==> src/rtl/m_disp_pkg.sv <==
// m_disp_pkg: shared definitions for the 7-segment ROM scroller.
//   state_e    - controller states (IDLE / RUN / PAUSE)
//   ADR_W      - pattern ROM address width
//   SEG_W      - segment bus width (a..g + dp)
//   SEG_BLANK  - active-low "all segments off" pattern
package m_disp_pkg;

  localparam int ADR_W = 4;
  localparam int SEG_W = 8;

  localparam logic [SEG_W-1:0] SEG_BLANK = 8'hFF;

  typedef enum logic [1:0] {
    ST_IDLE  = 2'd0,
    ST_RUN   = 2'd1,
    ST_PAUSE = 2'd2
  } state_e;

endpackage

==> src/rtl/m_tick_gen.sv <==
// m_tick_gen: modulo-N counter that emits a one-cycle tick at its terminal count.
//   clk, n_reset - clock, asynchronous active-low reset
//   en           - count enable
//   clr          - synchronous clear (dominates en)
//   tick         - high while enabled and the count sits at N-1
module m_tick_gen #(
  parameter int N = 2
) (
  input  logic clk,
  input  logic n_reset,
  input  logic en,
  input  logic clr,
  output logic tick
);

  localparam int CW = (N > 1) ? $clog2(N) : 1;
  localparam logic [CW-1:0] TERM = CW'(N - 1);

  logic [CW-1:0] cnt_r;

  // Modulo-N counter: clear first, then enabled count with wrap at N-1.
  always_ff @(posedge clk or negedge n_reset) begin
    if (!n_reset) begin
      cnt_r <= '0;
    end else if (clr) begin
      cnt_r <= '0;
    end else if (en) begin
      if (cnt_r == TERM) begin
        cnt_r <= '0;
      end else begin
        cnt_r <= cnt_r + 1'b1;
      end
    end else begin
      cnt_r <= cnt_r;
    end
  end

  // The tick ignores clr so a terminal count on a leaving cycle still lands.
  assign tick = en && (cnt_r == TERM);

endmodule

==> src/rtl/m_rom_scroller.sv <==
// m_rom_scroller: marquees the 16-entry 7-segment pattern ROM across an
// NDIG-digit multiplexed, active-low display.
//   clk, n_reset - clock, asynchronous active-low reset
//   start        - pulse: run / resume scrolling
//   stop         - pulse: pause; a stop while paused returns to idle
//   dir          - 0: base+1 per step (text moves left), 1: base-1
//   rom_adr      - pattern ROM address, (base + dig) mod 16
//   rom_dat      - pattern ROM data, combinational in rom_adr
//   seg          - registered segment drive, active-low (bit0..6 = a..g, bit7 = dp)
//   an           - registered digit enables, active-low, one-hot-low
//   base         - current scroll base address (shown on leftmost digit 0)
//   busy         - high in RUN or PAUSE
module m_rom_scroller
  import m_disp_pkg::*;
#(
  parameter int NDIG        = 4,
  parameter int SCROLL_DIV  = 50000000,
  parameter int REFRESH_DIV = 50000
) (
  input  logic             clk,
  input  logic             n_reset,
  input  logic             start,
  input  logic             stop,
  input  logic             dir,
  output logic [ADR_W-1:0] rom_adr,
  input  logic [SEG_W-1:0] rom_dat,
  output logic [SEG_W-1:0] seg,
  output logic [NDIG-1:0]  an,
  output logic [ADR_W-1:0] base,
  output logic             busy
);

  localparam int DW = (NDIG > 1) ? $clog2(NDIG) : 1;
  localparam logic [DW-1:0]   DIG_LAST = DW'(NDIG - 1);
  localparam logic [NDIG-1:0] AN_ONE   = {{(NDIG-1){1'b0}}, 1'b1};

  state_e           state_r;
  state_e           state_next_s;
  logic [ADR_W-1:0] base_r;
  logic [DW-1:0]    dig_r;
  logic [SEG_W-1:0] seg_r;
  logic [NDIG-1:0]  an_r;
  logic             ref_tick_s;
  logic             scr_tick_s;
  logic             ref_en_s;
  logic             ref_clr_s;
  logic             scr_en_s;
  logic             scr_clr_s;

  // Next-state logic; stop outranks start everywhere.
  always_comb begin
    state_next_s = state_r;
    case (state_r)
      ST_IDLE: begin
        if (start && !stop) begin
          state_next_s = ST_RUN;
        end else begin
          state_next_s = ST_IDLE;
        end
      end
      ST_RUN: begin
        if (stop) begin
          state_next_s = ST_PAUSE;
        end else begin
          state_next_s = ST_RUN;
        end
      end
      ST_PAUSE: begin
        if (stop) begin
          state_next_s = ST_IDLE;
        end else if (start) begin
          state_next_s = ST_RUN;
        end else begin
          state_next_s = ST_PAUSE;
        end
      end
      default: begin
        state_next_s = ST_IDLE;
      end
    endcase
  end

  // State register.
  always_ff @(posedge clk or negedge n_reset) begin
    if (!n_reset) begin
      state_r <= ST_IDLE;
    end else begin
      state_r <= state_next_s;
    end
  end

  // Refresh runs whenever the display is lit; it is parked at 0 on the way
  // into IDLE so the next run starts a fresh slot.
  assign ref_en_s  = (state_r != ST_IDLE);
  assign ref_clr_s = (state_next_s == ST_IDLE);

  // Scroll only advances in RUN; PAUSE freezes it, IDLE clears it so a fresh
  // start always waits a full step interval.
  assign scr_en_s  = (state_r == ST_RUN);
  assign scr_clr_s = (state_r == ST_IDLE);

  m_tick_gen #(.N(REFRESH_DIV)) u_ref_tick (
    .clk     (clk),
    .n_reset (n_reset),
    .en      (ref_en_s),
    .clr     (ref_clr_s),
    .tick    (ref_tick_s)
  );

  m_tick_gen #(.N(SCROLL_DIV)) u_scr_tick (
    .clk     (clk),
    .n_reset (n_reset),
    .en      (scr_en_s),
    .clr     (scr_clr_s),
    .tick    (scr_tick_s)
  );

  // Digit multiplex pointer, wraps NDIG-1 -> 0 on each refresh tick.
  always_ff @(posedge clk or negedge n_reset) begin
    if (!n_reset) begin
      dig_r <= '0;
    end else if (ref_tick_s) begin
      if (dig_r == DIG_LAST) begin
        dig_r <= '0;
      end else begin
        dig_r <= dig_r + 1'b1;
      end
    end else begin
      dig_r <= dig_r;
    end
  end

  // Scroll base: cleared on PAUSE->IDLE, stepped by dir on a scroll tick.
  // Scroll ticks only occur in RUN, so the two never coincide.
  always_ff @(posedge clk or negedge n_reset) begin
    if (!n_reset) begin
      base_r <= '0;
    end else if ((state_r == ST_PAUSE) && stop) begin
      base_r <= '0;
    end else if (scr_tick_s) begin
      if (dir) begin
        base_r <= base_r - 1'b1;
      end else begin
        base_r <= base_r + 1'b1;
      end
    end else begin
      base_r <= base_r;
    end
  end

  // Natural 4-bit wrap gives the mod-16 address.
  assign rom_adr = base_r + ADR_W'(dig_r);

  // Display registers: seg and an share one register stage so they always
  // change on the same edge.
  always_ff @(posedge clk or negedge n_reset) begin
    if (!n_reset) begin
      seg_r <= SEG_BLANK;
      an_r  <= '1;
    end else if (state_r != ST_IDLE) begin
      seg_r <= rom_dat;
      an_r  <= ~(AN_ONE << dig_r);
    end else begin
      seg_r <= SEG_BLANK;
      an_r  <= '1;
    end
  end

  assign seg  = seg_r;
  assign an   = an_r;
  assign base = base_r;
  assign busy = (state_r != ST_IDLE);

endmodule
==> config.mk <==
export PLATFORM = sky130hd
export DESIGN_NAME = m_rom_scroller
export DESIGN_NICKNAME = d
export VERILOG_FILES = /design/src/rtl/m_disp_pkg.sv /design/src/rtl/m_tick_gen.sv /design/src/rtl/m_rom_scroller.sv
export SDC_FILE = /design/constraint.sdc
export NUM_CORES = 1
export LEC_CHECK = 0
export ABC_AREA = 1
export BUFFER_PORTS_ARGS = -buffer_cell sky130_fd_sc_hd__buf_2
export CORE_UTILIZATION = 29
export CTS_BUF_LIST = sky130_fd_sc_hd__clkbuf_16
export DETAILED_ROUTE_END_ITERATION = 8
export PLACE_DENSITY = 0.51
export SYNTH_ARGS = -nofsm -noshare
export SYNTH_HDL_FRONTEND = slang
export SYNTH_SLANG_ARGS = --single-unit
==> constraint.sdc <==
create_clock -name clk -period 2.13 [get_ports clk]
set_input_delay 0.426 -clock clk [delete_from_list [all_inputs] [get_ports clk]]
set_output_delay 0.426 -clock clk [all_outputs]
set_load 0.01 [all_outputs]
==> out/qor.yml <==
outcome: "finished, final reports clean"
drc: 0
gp_congestion: 0.8146
combinationalPowerShare: 0.085
hp-class: "in2async"
clock-sinks: 62
routed_wl_um: 7713
critical_path_class: "reg2out"
dr_wl_met2_um: 3710
cp-endpoint: "rom_adr[2]"
grtUsageTotal: 0.1379
p_int_mw: 2.187
area_delta_synth_final_pct: 19.25
dieArea_mm2: 0.01252
synth_cell_types: 34
ys_ff_latch: 62
tightest_slew_ns: 0.4525
cts_root_buf: "clkbuf_16"
clk_latency_ns: 0.33
worstPathArrival_ns: 1.61
rsz0062_at_grt: "no"
placed_cells: 608
syn_area_mm2: 0.003503
clkTransAtPathRegs_ns: 0.06
p_sw_mw: 0.6928
synth_seq_area_share: 0.4471
reg2reg_slack_ns: 0.38
start_kind: "flop"
worstReg2RegEnd: "u_scr_tick.cnt_r[22]"
via_count: 2911
syn-num-nets: 456
postCtsHoldBufs: 0
diodes: 0
final_antenna_net_count: 0
finalMaxSlewViolations: 0
drt_iter0_drc: 141
ir_drop_uv: 418.2
clockBufferDepth: 2
p_per_area_mw_per_mm2: 689.3
m1WireLength_um: 3619
wire_per_inst_um: 12.30
seqPwrFrac: 0.429
rows: 39
cts_htree_levels: 3
min_period_over_period: 0.9554
wl_met3_um: 347
first_global_vias: 3006
drive_above_1_share: 0.2128
fin_crit_ns: 2.035
maxCapViolCount: 0
grt_pass1_wl_um: 13890
firstDrtPassIters: 5
vias_per_cell: 4.643
clock.fmax_mhz: 491.4
skew_ns: 0.007870
critPathCaptureType: "output port"
required_ns: 1.70
stdcell_count: 627
top_layer: "met4"
p_clk_frac: 0.486
boundaryPins: 34
cts_tree: "yes"
crit_fanout: 2
num-nets-final: 504
setup-violations-final: 0
avgSynthCellArea_um2: 8.128
antenna_found_initial: 0
tns_ns: 0
r2r_cells: 8
dpl.hpwl_um: 5486
io_buffer_count: 33
yosys_warnings: 0
initial_utilization: 0.3017
die_x_um: 111.9
grt_overflow: 0
slew_headroom: 0.6960
hold_violations: 0
coreArea_mm2: 0.01161
syn_inst: 431
grt_max_degree: 63
rr_startpoint: "u_scr_tick.cnt_r[0]"
dieHeight_um: 111.9
cts_inserted_buffers: 9
cp-startpoint: "dig_r[0]"
fin_util: 0.3597
p_leak_nw: 1.808
p_sw_frac: 0.2406
## layer usage
metal  up-vias  track usage
met5         -            0
met4         0      0.02523
met3         5      0.04573
met2        49       0.2377
met1      1363       0.1681
li1       1494            -
## synthesized netlist by cell type, drive strengths merged
master	count	area share
nand2	119	0.13
nor2	54	0.063
dfrtp	50	0.36
inv	40	0.044
nand3	36	0.054
o21ai	28	0.050
a21oi	15	0.021
dfstp	12	0.090
xor2	12	0.030
nor3	11	0.019
ha	10	0.036
nand4	10	0.018
xnor2	10	0.025
or2	9	0.016
a211oi	2	0.0057
buf	2	0.0064
clkbuf	2	0.0021
fa	2	0.011
nand3b	2	0.0043
o21bai	2	0.0043
o22ai	2	0.0093
o211ai	1	0.0036
## kinds of logic (layout without fill, tap and decap cells)
logic type | count (synthesis) | after routing | synth area share
adder cells (fa/ha/maj) | 12 | 12 | 0.04714
buffers and inverters | 44 | 97 | 0.05214
XOR/XNOR | 22 | 22 | 0.05500
flip-flops | 62 | 62 | 0.4471
AND/OR/NAND/NOR | 241 | 241 | 0.3046
AO/OA/AOI/OAI | 50 | 50 | 0.09393
## critical path, stage by stage, from the launching register on
cell,delay [ns]
dfrtp_2,0.41
ha_2,0.19
fa_1,0.37
xor2_1,0.16
buf_2,0.15
## sequential cells by signal, indices dropped and copies added (netlist names)
register / flops
base: 4
dig_r: 2
seg: 8
u_scr_tick.cnt_r: 26
u_ref_tick.cnt_r: 16
state_r: 2
an: 4
## cell usage in the layout (no fill, tap or decap), drive strengths merged, types with 3 or more instances in the layout
cell    count
nor2       54
nand2     119
xor2       12
nor3       11
buf        41
xnor2      10
ha         10
inv        42
o21ai      28
a21oi      15
nand4      10
dfrtp      50
or2         9
nand3      36
dfstp      12
clkbuf      9
clkinv      3
## per-stage QoR
step	setup WS (ns)	total power [mW]	instance area (um2)	hold slack, ns
after floorplan	0.4366	1.393	3503	0.1304
after global placement	0.3914	1.500	3867	0.4737
after detailed placement	0.3425	1.502	3867	0.4704
after CTS	0.0005695	2.927	4151	0.1228
after global routing	0.009577	3.008	4178	0.1384
final	0.09494	2.880	4178	0.07640
## timing repair
item                       4_1_cts  5_1_grt
setup buffers                    0        3
gates resized for setup          0        2
hold endpoints to repair         0        0
setup endpoints to repair        0        1
## area by class of cell
class / count / area [um2]
Multi-Input combinational cell: 325 / 1757
Inverter: 40 / 152.6
Clock buffer: 9 / 225.2
Sequential cell: 62 / 1568
Clock inverter: 7 / 58.81
Timing Repair Buffer: 41 / 237.7
Fill cell: 1205 / 7436
Tap cell: 143 / 178.9
## power by group through the flow
stage          sequential (mW)  combinational (mW)  clock [mW]
2_1_floorplan             1.27               0.128           0
3_3_place_gp              1.25               0.246           0
3_5_place_dp              1.25               0.247           0
4_1_cts                   1.24               0.248        1.44
5_1_grt                   1.24               0.280        1.49
6_report                  1.23               0.245        1.40
## how the worst min path moves through the flow
stage	start	to	slack, ns	depth (start not counted)
final	n_reset	u_scr_tick.cnt_r[23]	0.08	2
after global routing	n_reset	u_scr_tick.cnt_r[21]	0.14	2
after CTS	n_reset	base[1]	0.12	2
after detailed placement	n_reset	u_scr_tick.cnt_r[23]	0.47	2
after global placement	n_reset	u_scr_tick.cnt_r[23]	0.47	2
after floorplan	n_reset	base[0]	0.13	0
(Power assumes the default switching activity.)
